<file path="src/rtl/ra_2r1w_32x32_bist.sv">
// March-test initiator for the 2R/1W 32x32 register-file wrapper: write/read a
// background and its inverse, compare both read ports, and log the first miscompare.
module ra_2r1w_32x32_bist #(
  parameter int LATCHRD = 1
) (
  input  logic        clk,
  input  logic        reset,
  input  logic        start,
  input  logic [0:31] bg,
  output logic        rd_enb_0,
  output logic [0:4]  rd_adr_0,
  input  logic [0:31] rd_dat_0,
  output logic        rd_enb_1,
  output logic [0:4]  rd_adr_1,
  input  logic [0:31] rd_dat_1,
  output logic        wr_enb_0,
  output logic [0:4]  wr_adr_0,
  output logic [0:31] wr_dat_0,
  output logic        busy,
  output logic        done,
  output logic        fail,
  output logic [0:7]  fail_cnt,
  output logic [0:4]  fail_adr,
  output logic        fail_port,
  output logic        fail_phase,
  output logic [0:31] fail_dat
);
  localparam int RDLAT     = 1 + LATCHRD;
  localparam int DRAIN_CYC = RDLAT + 2;

  typedef enum logic [2:0] {IDLE, WR_BG, RD_BG, WR_INV, RD_INV, DRAIN, DONE} state_t;

  typedef struct packed {
    logic [4:0] adr0;
    logic [4:0] adr1;
    logic       ph;
  } chk_t;

  state_t            state, ret_state;
  logic [4:0]        cnt;
  logic [31:0]       bgq;
  logic              rd_ph;
  logic [RDLAT:1]    vld_pipe;
  chk_t [RDLAT:1]    chk_pipe;
  logic [1:0]        miss;
  logic [8:0]        cnt_sum;

  // Address term folded into the expected word exposes decoder aliasing.
  function automatic logic [31:0] exp_word(input logic [4:0] a, input logic inv);
    return (inv ? ~bgq : bgq) ^ {27'b0, a};
  endfunction

  always_comb begin
    miss = '0;
    if (vld_pipe[RDLAT]) begin
      miss[0] = (rd_dat_0 != exp_word(chk_pipe[RDLAT].adr0, chk_pipe[RDLAT].ph));
      miss[1] = (rd_dat_1 != exp_word(chk_pipe[RDLAT].adr1, chk_pipe[RDLAT].ph));
    end
  end

  assign cnt_sum = {1'b0, fail_cnt} + {8'b0, miss[0]} + {8'b0, miss[1]};

  always_ff @(posedge clk) begin
    if (reset) begin
      state      <= IDLE;
      ret_state  <= IDLE;
      cnt        <= '0;
      bgq        <= '0;
      rd_ph      <= 1'b0;
      vld_pipe   <= '0;
      chk_pipe   <= '0;
      rd_enb_0   <= 1'b0;
      rd_adr_0   <= '0;
      rd_enb_1   <= 1'b0;
      rd_adr_1   <= '0;
      wr_enb_0   <= 1'b0;
      wr_adr_0   <= '0;
      wr_dat_0   <= '0;
      busy       <= 1'b0;
      done       <= 1'b0;
      fail       <= 1'b0;
      fail_cnt   <= '0;
      fail_adr   <= '0;
      fail_port  <= 1'b0;
      fail_phase <= 1'b0;
      fail_dat   <= '0;
    end else begin
      rd_enb_0 <= 1'b0;
      rd_enb_1 <= 1'b0;
      wr_enb_0 <= 1'b0;

      // Check pipe tracks the request flops; stage RDLAT lines up with rd_dat_*.
      vld_pipe[1] <= rd_enb_0;
      chk_pipe[1] <= {rd_adr_0, rd_adr_1, rd_ph};
      for (int k = 2; k <= RDLAT; k++) begin
        vld_pipe[k] <= vld_pipe[k-1];
        chk_pipe[k] <= chk_pipe[k-1];
      end

      if (miss != 2'b00) begin
        fail     <= 1'b1;
        fail_cnt <= cnt_sum[8] ? 8'hFF : cnt_sum[7:0];
        if (!fail) begin
          fail_phase <= chk_pipe[RDLAT].ph;
          fail_port  <= !miss[0];
          fail_adr   <= miss[0] ? chk_pipe[RDLAT].adr0 : chk_pipe[RDLAT].adr1;
          fail_dat   <= miss[0] ? rd_dat_0 : rd_dat_1;
        end
      end

      case (state)
        IDLE, DONE: begin
          if (start) begin
            bgq        <= bg;
            busy       <= 1'b1;
            done       <= 1'b0;
            fail       <= 1'b0;
            fail_cnt   <= '0;
            fail_adr   <= '0;
            fail_port  <= 1'b0;
            fail_phase <= 1'b0;
            fail_dat   <= '0;
            cnt        <= '0;
            state      <= WR_BG;
          end else if (state == DONE) begin
            busy <= 1'b0;
            done <= 1'b1;
          end
        end
        WR_BG, WR_INV: begin
          wr_enb_0 <= 1'b1;
          wr_adr_0 <= cnt;
          wr_dat_0 <= exp_word(cnt, state == WR_INV);
          cnt      <= cnt + 5'd1;
          if (cnt == 5'd31) begin
            cnt       <= '0;
            ret_state <= (state == WR_BG) ? RD_BG : RD_INV;
            state     <= DRAIN;
          end
        end
        RD_BG, RD_INV: begin
          rd_enb_0 <= 1'b1;
          rd_enb_1 <= 1'b1;
          rd_adr_0 <= cnt;
          rd_adr_1 <= ~cnt;
          rd_ph    <= (state == RD_INV);
          cnt      <= cnt + 5'd1;
          if (cnt == 5'd31) begin
            cnt       <= '0;
            ret_state <= (state == RD_BG) ? WR_INV : DONE;
            state     <= DRAIN;
          end
        end
        DRAIN: begin
          cnt <= cnt + 5'd1;
          if (cnt == 5'(DRAIN_CYC - 1)) begin
            cnt   <= '0;
            state <= ret_state;
          end
        end
        default: state <= IDLE;
      endcase
    end
  end
endmodule

</file>
<file path="config.mk">
export PLATFORM = sky130hd
export DESIGN_NAME = ra_2r1w_32x32_bist
export DESIGN_NICKNAME = d
export VERILOG_FILES = /design/src/rtl/ra_2r1w_32x32_bist.sv
export SDC_FILE = /design/constraint.sdc
export NUM_CORES = 1
export LEC_CHECK = 0
export ABC_AREA = 0
export CAP_MARGIN = 20
export CORE_UTILIZATION = 46
export CTS_BUF_LIST = sky130_fd_sc_hd__clkbuf_4 sky130_fd_sc_hd__clkbuf_8
export CTS_CLUSTER_SIZE = 24
export DETAILED_ROUTE_END_ITERATION = 6
export PLACE_DENSITY = 0.82
export SLEW_MARGIN = 20
export SYNTH_ARGS = -nofsm -noshare
export SYNTH_HDL_FRONTEND = slang
export SYNTH_SLANG_ARGS = --single-unit
</file>
<file path="constraint.sdc">
create_clock -name clk -period 3.7 [get_ports clk]
set_input_delay 0.925 -clock clk [delete_from_list [all_inputs] [get_ports clk]]
set_output_delay 0.925 -clock clk [all_outputs]
set_load 0.005 [all_outputs]
</file>
==> results of run 1 <==
-- cells in the mapped netlist, types with 12 or more instances --
master     count
xor2_1        23
nand3_1       12
a211oi_1      31
nor2b_1       30
o2bb2ai_1     37
nor2_1        73
clkbuf_1      35
dfxtp_1      167
xnor2_1       85
nand2_1      103
nand4_1       14
a21oi_1       70
mux2i_1       39
nor4_1        13
-- registers in the layout, summed over array words and instances (netlist names), 2 cells and up --
register   flops
bgq           32
chk_pipe      22
cnt            5
fail_adr       5
fail_cnt       8
fail_dat      32
rd_adr_0       5
rd_adr_1       5
ret_state      3
state          3
vld_pipe       2
wr_adr_0       5
wr_dat_0      32
-- final cells by class --
class / instances / area [sq um] / area share (%)
multi-input combinational: 603 / 3970 / 38.7
sequential: 167 / 3340 / 32.6
timing repair buffer: 231 / 2250 / 22.0
clock buffer: 20 / 275 / 2.68
tap: 216 / 270 / 2.64
clock inverter: 12 / 106 / 1.04
inverter: 9 / 33.8 / 0.329
-- path summary, 6_finish.rpt --
check,start,to,depth (start not counted),slack (ns)
setup / recovery,rd_dat_0[22],fail_cnt[4],16,0.12
hold / removal,chk_pipe[5],chk_pipe[16],1,0.45
setup reg to reg,bgq[4],fail_cnt[4],14,0.55
hold reg to reg,chk_pipe[5],chk_pipe[16],1,0.45
-- cell families (layout without fill, tap and decap cells) --
kind of cell / Yosys count / count (layout) / synth area share, %
compound gates: 174 / 174 / 15.8
xor+xnor: 110 / 110 / 13.2
fa+ha+maj: 4 / 4 / 0.764
buf+inv: 62 / 272 / 3.55
flops: 167 / 167 / 44.4
mux: 39 / 39 / 5.18
simple gates: 276 / 276 / 17.2
-- metal layers --
layer	vias up	track usage, %
met3	47	6.40
li1	3317	-
met2	261	44.1
met5	-	0
met4	0	11.6
met1	3188	32.5
-- repair_timing --
item                                    CTS  global route
hold endpoints to repair                  0             0
hold buffers                              0             0
gates resized for setup                   0             6
endpoints found under the setup margin    0             5
setup buffers                             0             1
-- power by group --
group          total, uW  switching, uW  internal, uW
clock               1270            727           540
sequential          2410            300          2110
combinational       1920            964           955
total               5590           1990          3600
-- per-stage QoR --
stage / instances / instance area [sq um] / setup slack (ns) / setup TNS (ns) / util, %
6_report: 1258 / 10300 / 0.121 / 0 / 64.3
5_1_grt: 1258 / 10300 / -0.0219 / -0.0349 / 64.3
4_1_cts: 1257 / 10200 / 0.0561 / 0 / 64.1
3_5_place_dp: 1225 / 9840 / -0.434 / -8.06 / 61.7
3_3_place_gp: 1225 / 9840 / -0.394 / -6.78 / 61.7
2_1_floorplan: 832 / 7540 / 0.114 / 0 / -
==> flow_metrics.py, run 1 <==
metrics = {
    "final_layout": {
        "layout_commonest_cell": "clkdlybuf4s50_1",
        "drive_gt1_share_pct": 7.87,
        "num_antenna_cells": 0,
        "fillers": 1330,
        "areaGrowthSynthToFinish_pct": 36.1,
        "nNetsFinal": 1132,
        "mostFrequentLayoutCells": "clkdlybuf4s50_1, dfxtp_1, nand2_1",
    },
    "placement": {
        "gp_congestion": 0.881,
        "dp_hpwl_um": 16100,
        "portBuffers": 198,
    },
    "power_and_ir_drop": {
        "ir_drop_v": 0.000399,
        "fin_total_pwr_uw": 5590,
        "power_density_nw_per_um2": 546,
        "p_leak_uw": 0.00381,
    },
    "logic_synthesis": {
        "synth-main-ff-cell": "dfxtp_1",
        "syn_nets": 935,
        "synth-async-reset-ratio_pct": 0,
        "yosys.area.top_type": "dfxtp_1",
        "synth_edf_count": 0,
        "yosys_warnings": 0,
        "seq_area_frac_synth_pct": 44.4,
        "syn_area_sq_um": 7540,
        "ys_ff_latch": 167,
        "synth.distinct_cells": 53,
        "synth_top_area_share_pct": 44.4,
        "synthTopCellsByArea": "dfxtp_1, xnor2_1, mux2i_1, nand2_1, a21oi_1",
        "netlist_instances": 832,
        "avgSynthCellArea_sq_um": 9.06,
    },
    "run_status": {
        "status": "finished with violations",
        "violations": "DRC",
    },
    "critical_path": {
        "crit_type": "input port to register",
        "cp-end-kind": "register",
        "critPathLaunchType": "input port",
        "required_ns": 4.04,
        "slowest_stage": "clkdlybuf4s50_1",
        "cp_top_family": "compound AO/OA/AOI/OAI gates",
        "crit_path_cell_trace": "clkdlybuf4s50_1 > xor2_2 > buf_4 > nand4_1 > or3_1 > a221o_1 > o21ai_4 > fa_2 > inv_1 > ha_1 > nand3_2 > nor2_1 > nand3_2 > o21ai_0 > a21oi_1 > a311oi_1",
        "cp_max_fo": 5,
        "critPathMaxStageDelay_ns": 0.53,
        "path_common_cell": "nand3_2",
        "critical_path_arrival_ns": 3.92,
        "path_buf_inv": 3,
    },
    "global_routing": {
        "grt-ovfl-total": 0,
        "antenna_found_initial": 0,
        "first_global_vias": 6440,
        "grt_usage_pct": 26.4,
        "grt_pass1_wl_um": 33700,
        "grt_max_degree": 65,
    },
    "detailed_routing": {
        "top_layer_used": "met4",
        "finalWirelength_um": 22000,
        "wl_met3_um": 1670,
        "drtPass1Iterations": 7,
        "via_per_inst": 5.42,
        "wl_met2_um": 10400,
        "ant_nets": 0,
        "drc": 1,
        "first_iter_violations": 490,
        "wl_met1_um": 9310,
        "vias": 6813,
        "routedWlPerCell_um": 17.5,
    },
    "sta": {
        "clock.fmax_mhz": 279,
        "worst_clock_skew_ns": 0.0128,
        "finalCriticalPeriod_ns": 3.58,
        "setup_violations": 0,
        "finalMaxSlewViolations": 0,
        "hold_slack_ns": 0.445,
        "hold_violations": 0,
        "min_period_over_period_pct": 96.7,
        "max_slew_margin_pct": 40.3,
        "tightest_slew_ns": 0.896,
    },
    "hold_path": {
        "min_path_type": "register to register",
    },
    "flow_run": {
        "drv_cap": 0,
    },
    "clocking": {
        "cts_tree": "done",
        "cts-buffers-inserted": 17,
        "clock_latency_ns": 0.47,
        "clkTransAtPathRegs_ns": 0.10,
        "clock-root-buffer": "clkbuf_8",
        "clk_path_buf_depth": 2,
        "cts.sinks": 167,
        "h-tree-depth": 4,
    },
    "floorplan": {
        "num_io_pins": 199,
        "core_area_sq_um": 15900,
        "die_h_um": 130,
        "die_width_um": 130,
        "initial_core_util_pct": 47.3,
        "rows": 46,
        "die_area_sq_um": 16900,
    },
}
Note: power is estimated with default switching activity, not from simulation.
==> inputs of run 2 (changes only) <==
--- a/config.mk
+++ b/config.mk
@@ -7,6 +7,7 @@
 export LEC_CHECK = 0
 export ABC_AREA = 0
 export CAP_MARGIN = 20
+export CORE_MARGIN = 2
 export CORE_UTILIZATION = 46
 export CTS_BUF_LIST = sky130_fd_sc_hd__clkbuf_4 sky130_fd_sc_hd__clkbuf_8
 export CTS_CLUSTER_SIZE = 24
==> run 2 against run 1 <==
The run now ends clean. Clock-buffer cell count grew 1. Flip-flop and latch count is the same. Die area grew 3.1%. Clock skew shrank 0.00059 ns. Cell area grew 0.50%. Register-to-register slack lost 0.06 ns. Largest cell class unchanged.
==> flow_metrics.py, run 2 (same netlist as run 1, synthesis figures left out) <==
metrics = {
    "run_status": {
        "status": "finished clean",
    },
    "sta": {
        "max_slew_margin_pct": 38.1,
        "setup_violations": 0,
        "clock.fmax_mhz": 278,
        "setup_ws_ns": 0.104,
        "worst_clock_skew_ns": 0.0122,
        "setup_tns_ns": 0,
        "hold_violations": 0,
        "min_period_over_period_pct": 97.2,
        "finalMaxSlewViolations": 0,
        "finalCriticalPeriod_ns": 3.60,
        "tightest_slew_ns": 0.927,
    },
    "final_layout": {
        "num_antenna_cells": 0,
        "mostFrequentLayoutCells": "clkdlybuf4s50_1, dfxtp_1, nand2_1",
        "areaGrowthSynthToFinish_pct": 36.8,
        "register_area_sq_um": 3340,
        "multi_input_area_sq_um": 4050,
        "top_regs": "bgq (32), fail_dat (32), wr_dat_0 (32)",
        "drive_gt1_share_pct": 8.49,
        "final_cells": 1253,
        "fillers": 1311,
        "layout_commonest_cell": "clkdlybuf4s50_1",
        "nNetsFinal": 1127,
    },
    "power_and_ir_drop": {
        "pwr-share-comb_pct": 34.3,
        "power_frac_seq_pct": 42.7,
        "intPower_uw": 3710,
        "fin_total_pwr_uw": 5660,
        "power.share.switching_pct": 34.5,
        "clock_power_share_pct": 23.0,
        "power_density_nw_per_um2": 549,
        "ir_drop_v": 0.000281,
        "p_leak_uw": 0.00383,
        "p_sw_uw": 1950,
    },
    "detailed_routing": {
        "drtPass1Iterations": 5,
        "drc": 0,
        "routedWlPerCell_um": 17.8,
        "vias": 6768,
        "finalWirelength_um": 22300,
        "first_iter_violations": 417,
        "ant_nets": 0,
        "via_per_inst": 5.40,
    },
    "floorplan": {
        "die_width_um": 132,
        "core_area_sq_um": 15900,
        "die_h_um": 132,
        "rows": 46,
        "initial_core_util_pct": 47.3,
        "die_area_sq_um": 17400,
        "num_io_pins": 199,
    },
    "global_routing": {
        "grt-ovfl-total": 0,
        "grt_usage_pct": 25.5,
        "grt_pass1_wl_um": 34800,
        "first_global_vias": 6387,
        "antenna_found_initial": 1,
        "grt_max_degree": 49,
    },
    "critical_path": {
        "cp-end-kind": "register",
        "cp_max_fo": 4,
        "critPathLaunchType": "input port",
        "required_ns": 4.07,
        "critical_path_arrival_ns": 3.96,
        "crit_type": "input port to register",
    },
    "placement": {
        "place_ws_ns": -0.392,
        "dp_hpwl_um": 16300,
        "portBuffers": 198,
        "gp_congestion": 0.967,
        "dp.cells": 1219,
    },
    "flow_run": {
        "drv_cap": 0,
    },
    "clocking": {
        "clock-root-buffer": "clkbuf_8",
        "cts.sinks": 167,
        "clkTransAtPathRegs_ns": 0.09,
        "h-tree-depth": 4,
        "cts-buffers-inserted": 17,
        "clk_path_buf_depth": 2,
        "cts_tree": "done",
        "ctsHoldBuffers": 0,
        "clock_latency_ns": 0.46,
    },
    "hold_path": {
        "min_path_type": "register to register",
    },
}
-- run 2: changes by cell type in the layout (fill, tap and decap cells not counted), sizes merged --
cell           previous run  this run
bufinv                    0         2
dlymetal6s2s              0         1
inv                      16        11
clkbuf                   20        21
clkinv                    3         5
buf                      34        29
clkdlybuf4s50           197       196
-- run 2: final cells by class --
type | instances | share of cell area (%)
Clock buffer | 21 | 2.56
Timing Repair Buffer | 226 | 21.5
Clock inverter | 11 | 1.21
Sequential cell | 167 | 32.5
Tap cell | 216 | 2.62
Multi-Input combinational cell | 603 | 39.3
Inverter | 9 | 0.328
-- run 2: worst paths after layout --
kind,cells after the start,endpoint,from,slack [ns]
hold reg to reg,1,chk_pipe[18],chk_pipe[7],0.43
setup / recovery,13,fail_cnt[3],rd_dat_1[25],0.10
hold / removal,1,chk_pipe[18],chk_pipe[7],0.43
setup reg to reg,12,fail_cnt[3],bgq[28],0.49
-- run 2: metrics by stage --
stage          hold WS [ns]  cell area (sq um)  util, %
6_report              0.433              10300     64.6
5_1_grt               0.451              10300     64.6
4_1_cts               0.436              10200     63.9
3_5_place_dp          0.427               9790     61.4
3_3_place_gp          0.419               9790     61.4
2_1_floorplan         0.414               7540        -
-- run 2: worst max-delay path, stage by stage --
cell and delay (ns):
clkdlybuf4s50_1 0.51, xor2_1 0.28, nand4_1 0.13, or3_1 0.37, a222oi_1 0.42, nand2_1 0.17, nand2_2 0.11, fa_2 0.20
inv_1 0.04, ha_1 0.22, and3_1 0.21, and3_1 0.16, a211oi_1 0.22
-- run 2: layer usage --
metal  share of wire (%)  GRT usage (%)  up-vias  routed length [um]
met3                 7.8           5.84       46                1740
li1                    -              -     3290                   -
met1                  41           32.3     3160                9150
met4                 3.7           11.4        0                 828
met5                   0              0        -                   0
met2                  48           41.6      272               10600
-- run 2: power by group through the flow --
stage	combinational, uW	sequential, uW	clock [uW]
floorplan	1110	2370	0
global route	2120	2460	1390
detailed placement	1880	2460	0
CTS	1890	2410	1320
finish	1940	2420	1300
global placement	1840	2450	0
-- run 2: timing repair --
item	4_1_cts	5_1_grt
gates resized for setup	0	19
setup buffers	0	2
endpoints found under the setup margin	0	8
==> inputs of run 3 (changes only) <==
--- a/config.mk
+++ b/config.mk
@@ -7,7 +7,8 @@
 export LEC_CHECK = 0
 export ABC_AREA = 0
 export CAP_MARGIN = 20
-export CORE_MARGIN = 2
+export CORE_ASPECT_RATIO = 1.4
+export CORE_MARGIN = 4
 export CORE_UTILIZATION = 46
 export CTS_BUF_LIST = sky130_fd_sc_hd__clkbuf_4 sky130_fd_sc_hd__clkbuf_8
 export CTS_CLUSTER_SIZE = 24
@@ -17,3 +18,4 @@
 export SYNTH_ARGS = -nofsm -noshare
 export SYNTH_HDL_FRONTEND = slang
 export SYNTH_SLANG_ARGS = --single-unit
+export TNS_END_PERCENT = 10
==> run 3 against run 2 <==
Clock power fell by 4%. Largest cell class unchanged. Power fell by 1.7%. Flip-flop and latch count did not move. Via count rose by 0.30%. Clock-buffer cell count fell by 1.
==> flow_metrics.py, run 3 (same netlist as run 1, synthesis figures left out) <==
metrics = {
    "clocking": {
        "clkTransAtPathRegs_ns": 0.08,
        "h-tree-depth": 4,
        "post_cts_buffers": 0,
        "cts.sinks": 167,
        "cts-buffers-inserted": 17,
        "clock_latency_ns": 0.47,
        "ctsHoldBuffers": 0,
        "clk_path_buf_depth": 2,
        "clock-root-buffer": "clkbuf_8",
        "cts_tree": "done",
    },
    "detailed_routing": {
        "drc": 0,
        "drtPass1Iterations": 5,
        "vias": 6788,
        "routedWlPerCell_um": 18.6,
        "ant_nets": 0,
        "finalWirelength_um": 22900,
        "first_iter_violations": 460,
        "via_per_inst": 5.51,
    },
    "power_and_ir_drop": {
        "p_leak_uw": 0.00377,
        "ir_drop_v": 0.000414,
        "fin_total_pwr_uw": 5560,
        "power_density_nw_per_um2": 547,
    },
    "floorplan": {
        "die_h_um": 159,
        "die_area_sq_um": 18500,
        "initial_core_util_pct": 46.8,
        "num_io_pins": 199,
        "die_width_um": 116,
        "core_area_sq_um": 16100,
        "rows": 55,
    },
    "placement": {
        "dp_hpwl_um": 17000,
        "dp.cells": 1202,
        "gp_congestion": 0.888,
        "placedInstanceArea_sq_um": 9770,
        "portBuffers": 198,
    },
    "critical_path": {
        "required_ns": 4.07,
        "startpoint": "rd_dat_1[12]",
        "crit_type": "input port to register",
        "critPathMaxStageDelay_ns": 0.50,
        "critical_path_arrival_ns": 3.93,
        "cp-end-kind": "register",
        "critPathLaunchType": "input port",
        "r2r_start": "chk_pipe[11]",
        "cp_max_fo": 5,
        "path_common_cell": "nand2_1",
        "slowest_stage": "clkdlybuf4s50_1",
        "crit_path_cell_trace": "clkdlybuf4s50_1 > xnor2_1 > nor4_1 > a2bb2oi_1 > a2111oi_2 > buf_4 > nand2_1 > nand2_1 > fa_1 > inv_1 > ha_1 > nand3_1 > nor2_1 > nand3_2 > and4_1 > a211oi_1",
    },
    "global_routing": {
        "grt_max_degree": 87,
        "antenna_found_initial": 1,
        "grt_pass1_wl_um": 35100,
        "grt_usage_pct": 24.4,
        "grt-ovfl-total": 0,
        "first_global_vias": 6713,
    },
    "sta": {
        "hold_violations": 0,
        "finalCriticalPeriod_ns": 3.56,
        "setup_tns_ns": 0,
        "setup_violations": 0,
        "worst_clock_skew_ns": 0.0153,
        "max_slew_margin_pct": 38.8,
        "hold_slack_ns": 0.431,
        "rsz0062_at_grt": "false",
        "min_period_over_period_pct": 96.2,
        "tightest_slew_ns": 0.917,
        "clock.fmax_mhz": 281,
        "finalMaxSlewViolations": 0,
    },
    "final_layout": {
        "final_cells": 1233,
        "layout_commonest_cell": "clkdlybuf4s50_1",
        "top_regs": "bgq (32), fail_dat (32), wr_dat_0 (32)",
        "fin_area_sq_um": 10200,
        "areaGrowthSynthToFinish_pct": 34.9,
        "mostFrequentLayoutCells": "clkdlybuf4s50_1, dfxtp_1, nand2_1",
        "drive_gt1_share_pct": 6.87,
        "nNetsFinal": 1125,
        "fillers": 1358,
        "register_area_sq_um": 3340,
        "multi_input_area_sq_um": 3970,
    },
    "hold_path": {
        "hold_start": "chk_pipe[0]",
        "min_path_type": "register to register",
    },
    "flow_run": {
        "drv_cap": 0,
    },
    "run_status": {
        "status": "finished clean",
    },
}
-- run 3: through the flow --
stage               worst slack, ns  util, %
floorplan                     0.114        -
global placement             -0.272     60.7
detailed placement           -0.327     60.7
CTS                           0.176     63.0
global route                0.00629     63.1
finish                        0.140     63.1
-- run 3: timing repair --
| action | in CTS | in global routing |
|---|---|---|
| setup endpoints to repair | 0 | 1 |
| hold endpoints to repair | 0 | 0 |
| resized for setup | 0 | 4 |
-- run 3: area by class of cell --
type / instances / area share (%)
antenna: 1 / 0.0246
clock buffer: 20 / 2.65
clock inverter: 10 / 0.960
timing repair buffer: 224 / 21.6
sequential: 167 / 32.9
inverter: 9 / 0.332
multi-input combinational: 603 / 39.1
tap: 199 / 2.45
-- run 3: routing by layer --
layer | track usage [%] | vias up | part of all wire (%)
met3 | 5.86 | 50 | 7.4
li1 | - | 3276 | -
met2 | 41.7 | 261 | 50
met4 | 11.3 | 0 | 4.1
met1 | 28.4 | 3201 | 38
met5 | 0 | - | 0
-- run 3: critical path, delay by kind of cell --
family	cells	cell delay (ns)
AND/OR/NAND/NOR	7	0.91
buffers and inverters	3	0.72
adder cells (fa/ha/maj)	2	0.58
AO/OA/AOI/OAI	3	0.53
XOR/XNOR	1	0.25
-- run 3: worst paths after layout --
| kind | endpoint | slack, ns | cells past startpoint |
|---|---|---|---|
| setup / recovery | fail_cnt[5] | 0.14 | 16 |
| hold / removal | chk_pipe[11] | 0.43 | 1 |
| setup reg to reg | fail_cnt[5] | 0.58 | 15 |
| hold reg to reg | chk_pipe[11] | 0.43 | 1 |
-- run 3: power breakdown --
part	switching [uW]	internal, uW	total (uW)	leakage, uW
Combinational	961	933	1890	0.00223
Clock	676	571	1250	0.000181
Sequential	311	2110	2420	0.00136
Total	1950	3610	5560	0.00377
